### src/rtl/boot_sequencer_pkg.sv
// boot_sequencer_pkg: copy FSM states plus default bus widths when the
// surrounding build has not already set ADDR_SIZE / WORD_SIZE.
`ifndef ADDR_SIZE
`define ADDR_SIZE 16
`endif
`ifndef WORD_SIZE
`define WORD_SIZE 16
`endif
package boot_sequencer_pkg;
   typedef enum logic [1:0] {IDLE, SETTLE, WRITE, DONE} state_t;
endpackage

### src/rtl/boot_settle_timer.sv
// boot_settle_timer: loadable down-counter whose zero flag marks the end of
// the ROM settle window.
module boot_settle_timer #(
   parameter int W = 3
) (
   input  logic         clk,
   input  logic         rst_n,
   input  logic         load,
   input  logic         en,
   input  logic [W-1:0] load_val,
   output logic         zero
);
   logic [W-1:0] cnt;
   assign zero = cnt == '0;
   always_ff @(posedge clk or negedge rst_n)
      if (!rst_n) cnt <= '0;
      else if (load) cnt <= load_val;
      else if (en && !zero) cnt <= cnt - 1'b1;
endmodule

### src/rtl/boot_sequencer.sv
// boot_sequencer: copies the ROM image into RAM word by word, then releases the CPU.
// Define BOOT_CHECKSUM_EN to add a running sum of every accepted write word.
module boot_sequencer
   import boot_sequencer_pkg::*;
#(
   parameter int START_ADDR = 0,
   parameter int END_ADDR   = 20,
   parameter int STEP       = 2,
   parameter int SETTLE_CYC = 1
) (
   input  logic                  clk,
   input  logic                  rst_n,
   input  logic                  start,
   input  logic                  ram_ack,
   input  logic [`WORD_SIZE-1:0] data,
   output logic                  boot,
   output logic [`ADDR_SIZE-1:0] mem_addr,
   output logic                  ram_we,
   output logic                  busy,
   output logic                  done,
   output logic                  cpu_run
`ifdef BOOT_CHECKSUM_EN
   ,
   output logic [`WORD_SIZE-1:0] checksum
`endif
);
   localparam int SPAN = (END_ADDR - START_ADDR) & ((1 << `ADDR_SIZE) - 1);
   if (SPAN % STEP != 0) begin : g_bad_end
      $error("END_ADDR is not reachable from START_ADDR in STEP increments");
   end
   if (SETTLE_CYC < 1 || SETTLE_CYC > 7) begin : g_bad_settle
      $error("SETTLE_CYC must lie in 1..7");
   end
   state_t state, next;
   logic go, zero, last;
   assign go   = start && (state == IDLE || state == DONE);
   assign last = mem_addr == `ADDR_SIZE'(END_ADDR);
   always_comb begin
      next = state;
      case (state)
         IDLE, DONE: next = go ? SETTLE : state;
         SETTLE:     next = zero ? WRITE : SETTLE;
         WRITE:      next = ram_ack ? (last ? DONE : SETTLE) : WRITE;
         default:    next = IDLE;
      endcase
   end
   // Loading SETTLE_CYC-1 makes the zero flag fire on the last settle cycle.
   boot_settle_timer #(.W(3)) u_timer (
      .clk(clk),
      .rst_n(rst_n),
      .load(next == SETTLE && state != SETTLE),
      .en(state == SETTLE),
      .load_val(3'(SETTLE_CYC - 1)),
      .zero(zero)
   );
   always_ff @(posedge clk or negedge rst_n)
      if (!rst_n) begin
         state    <= IDLE;
         mem_addr <= `ADDR_SIZE'(START_ADDR);
         boot     <= 1'b0;
         ram_we   <= 1'b0;
         busy     <= 1'b0;
         done     <= 1'b0;
         cpu_run  <= 1'b0;
      end else begin
         state    <= next;
         boot     <= next == SETTLE || next == WRITE;
         busy     <= next == SETTLE || next == WRITE;
         ram_we   <= next == WRITE;
         done     <= next == DONE;
         cpu_run  <= next == DONE;
         if (go) mem_addr <= `ADDR_SIZE'(START_ADDR);
         else if (state == WRITE && ram_ack && !last) mem_addr <= mem_addr + `ADDR_SIZE'(STEP);
      end
`ifdef BOOT_CHECKSUM_EN
   always_ff @(posedge clk or negedge rst_n)
      if (!rst_n) checksum <= '0;
      else if (go) checksum <= '0;
      else if (ram_we && ram_ack) checksum <= checksum + data;
`else
   logic unused_data;
   assign unused_data = ^data;
`endif
endmodule

### config.mk
export PLATFORM = sky130hd
export DESIGN_NAME = boot_sequencer
export DESIGN_NICKNAME = d
export VERILOG_FILES = /design/src/rtl/boot_sequencer_pkg.sv /design/src/rtl/boot_settle_timer.sv /design/src/rtl/boot_sequencer.sv
export SDC_FILE = /design/constraint.sdc
export NUM_CORES = 1
export LEC_CHECK = 0
export ABC_AREA = 0
export CORE_ASPECT_RATIO = 1.25
export CORE_MARGIN = 2
export CORE_UTILIZATION = 45
export CTS_CLUSTER_SIZE = 16
export DETAILED_ROUTE_END_ITERATION = 8
export MAX_ROUTING_LAYER = met4
export PLACE_DENSITY = 0.85
export SYNTH_ARGS = -nofsm -noshare
export SYNTH_HDL_FRONTEND = slang
export SYNTH_SLANG_ARGS = --single-unit
### constraint.sdc
create_clock -name clk -period 2 [get_ports clk]
set_input_delay 0.2 -clock clk [delete_from_list [all_inputs] [get_ports clk]]
set_output_delay 0.2 -clock clk [all_outputs]
set_load 0.02 [all_outputs]
==> results.ini <==
[power]
clkPwrFrac_pct=12.8
swShare_pct=40.16
internal-power_mw=0.9967
power_leakage_nw=0.6990
p_switching_mw=0.6690
share_comb_of_total_power_pct=50.4
seqPwrFrac_pct=36.9
powerDensity_mw_per_mm2=1062
ir_drop_mv=1.004

[critical_path]
arrival_ns=2.10
crit_family=simple AND/OR/NAND/NOR gates
crit_cells=5
path_buf_inv=0
max_stage_delay_ns=0.47
end_kind=flop
crit_chain=nor4_2 -> nand4_1 -> a221oi_2 -> nor2_2 -> or2_1
worstPathMaxFanout=6
slowest_stage=dfrtp_1
crit_required_ns=2.20
cp-start-kind=flop
path_class=flop to flop
r2r_cells=5

[logic_synthesis]
synth_cells=128
synth_seq_area_share_pct=46.14
synth_edf_count=0
yosysWarnings=0
netlist_area_mm2=0.001247
ys_ff_latch=23
synth_area_per_cell_um2=9.746
async_flop_share_pct=100.0
syn_nets=153
ys.flop_type=dfrtp_1
synth.distinct_cells=35

[global_route]
grtUsageMet3_pct=3.349
grt-ovfl-total=0
grt_pass1_vias=1111
grt_pass1_wl_mm=4.650
use_met1_pct=21.93
grt_usage_pct=19.06
met2_usage_pct=32.63
antenna_found_initial=0
grt_max_degree=24
grt-busiest-layer=met2

[timing]
setup_viol=0
setup_slack_ns=0.1077
maxSlewViolCount=0
final.period_utilization_pct=94.61
max_freq_mhz=528.5
finClkSkew_ns=0.004424
worst_pin_slew_ns=0.5437
max_slew_margin_pct=63.44
hold_viol_final=0
layout_min_cycle_time_ns=1.892

[clock_tree]
clockBufferDepth=2
clk_pin_slew_ns=0.12
clock-sinks=23
cts_made_buffers=3
ctsHoldBuffers=0
clock_latency_ns=0.31
cts_tree=yes
cts_root_buf=clkbuf_4
h-tree-depth=1

[place]
place_ws_ns=0.05941
io_buffers=23
place_hpwl_mm=1.968
place_inst=182
place.gp.congestion=0.8873

[detailed_routing]
drt_first_iter_violations=18
avgRoutedWirePerCell_um=14.14
route.detailed.drc=0
wirelength_mm=2.645
drtAntennaViolNets=0
vias_per_cell=5.481
dr_total_vias=1025
drtPass1Iterations=4

[finish]
fin_cells=187
final_cell_mix=dfrtp_1 (23), clkdlybuf4s50_1 (23), nor2_1 (16)
drive_above_1_share_pct=10.46
fin_nets=179
antennaDiodeCount=0
area_growth_pct=25.78

[die]
start_util_pct=47.01
ios=41
die_x_um=51.09
die_area_mm2=0.003212
die_h_um=62.87
core_mm2=0.002654
num_rows=21

[min_path]
min_path_type=input pin to asynchronous set/reset pin

[flow_run]
cap_violations=0

[outcome]
outcome=finished, final reports clean

[cells in the mapped netlist (2+ instances only)]
| master | number | area, um2 |
|---|---|---|
| dfrtp_1 | 23 | 575.6 |
| nor2_1 | 16 | 60.06 |
| xor2_1 | 11 | 96.34 |
| inv_1 | 8 | 30.03 |
| nand4_1 | 7 | 43.79 |
| and2_1 | 6 | 37.54 |
| nand2_1 | 6 | 22.52 |
| nand3_1 | 6 | 30.03 |
| ha_1 | 5 | 62.56 |
| and3_1 | 3 | 18.77 |
| buf_4 | 3 | 22.52 |
| clkbuf_1 | 3 | 11.26 |
| o31ai_1 | 3 | 22.52 |
| a21oi_1 | 2 | 10.01 |
| a22oi_1 | 2 | 15.01 |
| nor3_1 | 2 | 10.01 |
| nor4b_2 | 2 | 30.03 |
| o21ai_0 | 2 | 10.01 |
| or3_1 | 2 | 12.51 |
[per-stage QoR]
stage / TNS [ns] / utilization [%] / cell area [um2] / hold slack (ns) / power, mW
after floorplan: 0 / - / 1247 / -0.09559 / 1.189
after global placement: 0 / 56.95 / 1511 / 0.4673 / 1.355
after detailed placement: 0 / 56.95 / 1511 / 0.4825 / 1.403
after CTS: 0 / 57.94 / 1538 / 0.2454 / 1.610
after global routing: -0.008132 / 59.12 / 1569 / 0.2504 / 1.797
final: 0 / 59.12 / 1569 / 0.2289 / 1.666
[worst register-to-register path: cells and delay by family, from the launching register on]
| family | cells | cell delay (ns) |
|---|---|---|
| AO/OA/AOI/OAI | 1 | 0.41 |
| flip-flops | 1 | 0.47 |
| AND/OR/NAND/NOR | 4 | 0.91 |
[final timing paths]
kind | slack (ns) | from | end
setup / recovery | 0.11 | mem_addr[8]$_DFFE_PN0P_ | busy$_DFF_PN0_
hold / removal | 0.23 | rst_n | mem_addr[3]$_DFFE_PN0P_
setup reg to reg | 0.11 | mem_addr[8]$_DFFE_PN0P_ | busy$_DFF_PN0_
hold reg to reg | 0.50 | u_timer.cnt[0]$_DFFE_PN0P_ | u_timer.cnt[0]$_DFFE_PN0P_
max in group asynchronous | 1.54 | rst_n | mem_addr[15]$_DFFE_PN0P_
min in group clk | 0.50 | u_timer.cnt[0]$_DFFE_PN0P_ | u_timer.cnt[0]$_DFFE_PN0P_
[cell type report]
class / count / area [um2]
multi-input combinational: 90 / 626.9
tap: 34 / 42.54
fill: 228 / 1085
inverter: 8 / 30.03
clock buffer: 4 / 26.28
sequential: 23 / 575.6
timing repair buffer: 28 / 267.8
[per-layer routing]
layer	up-vias	part of all wire (%)
met2	29	55
li1	483	-
met4	0	0.98
met5	-	0
met1	509	41
met3	4	3.5
[cells by family after synthesis]
| family | count (synthesis) | synth area share (%) |
|---|---|---|
| xor gates and xnor gates | 12 | 8.425 |
| other | 1 | 0.3006 |
| and+or+nand+nor | 58 | 26.18 |
| DFF | 23 | 46.14 |
| adders and majority gates | 5 | 5.015 |
| buffers and inverters | 15 | 5.516 |
| muxes | 1 | 0.8024 |
| AOI/OAI and AO/OA | 13 | 7.623 |
[timing repair]
action                                  4_1_cts  5_1_grt
endpoints found under the setup margin        0        7
resized for setup                             0        4
setup buffers                                 0        1
[power by group through the flow]
stage | clock (mW) | sequential (mW) | combinational [mW]
after floorplan | 0 | 0.651 | 0.538
after global placement | 0 | 0.616 | 0.739
after detailed placement | 0 | 0.619 | 0.783
after CTS | 0.217 | 0.609 | 0.784
after global routing | 0.232 | 0.624 | 0.941
final | 0.213 | 0.614 | 0.839
[flip-flops by register name (all words and copies together) (netlist names)]
signal,count
ram_we,1
cpu_run,1
busy,1
u_timer.cnt,3
mem_addr,15
state,2
Power figures use the tool's default switching activity.
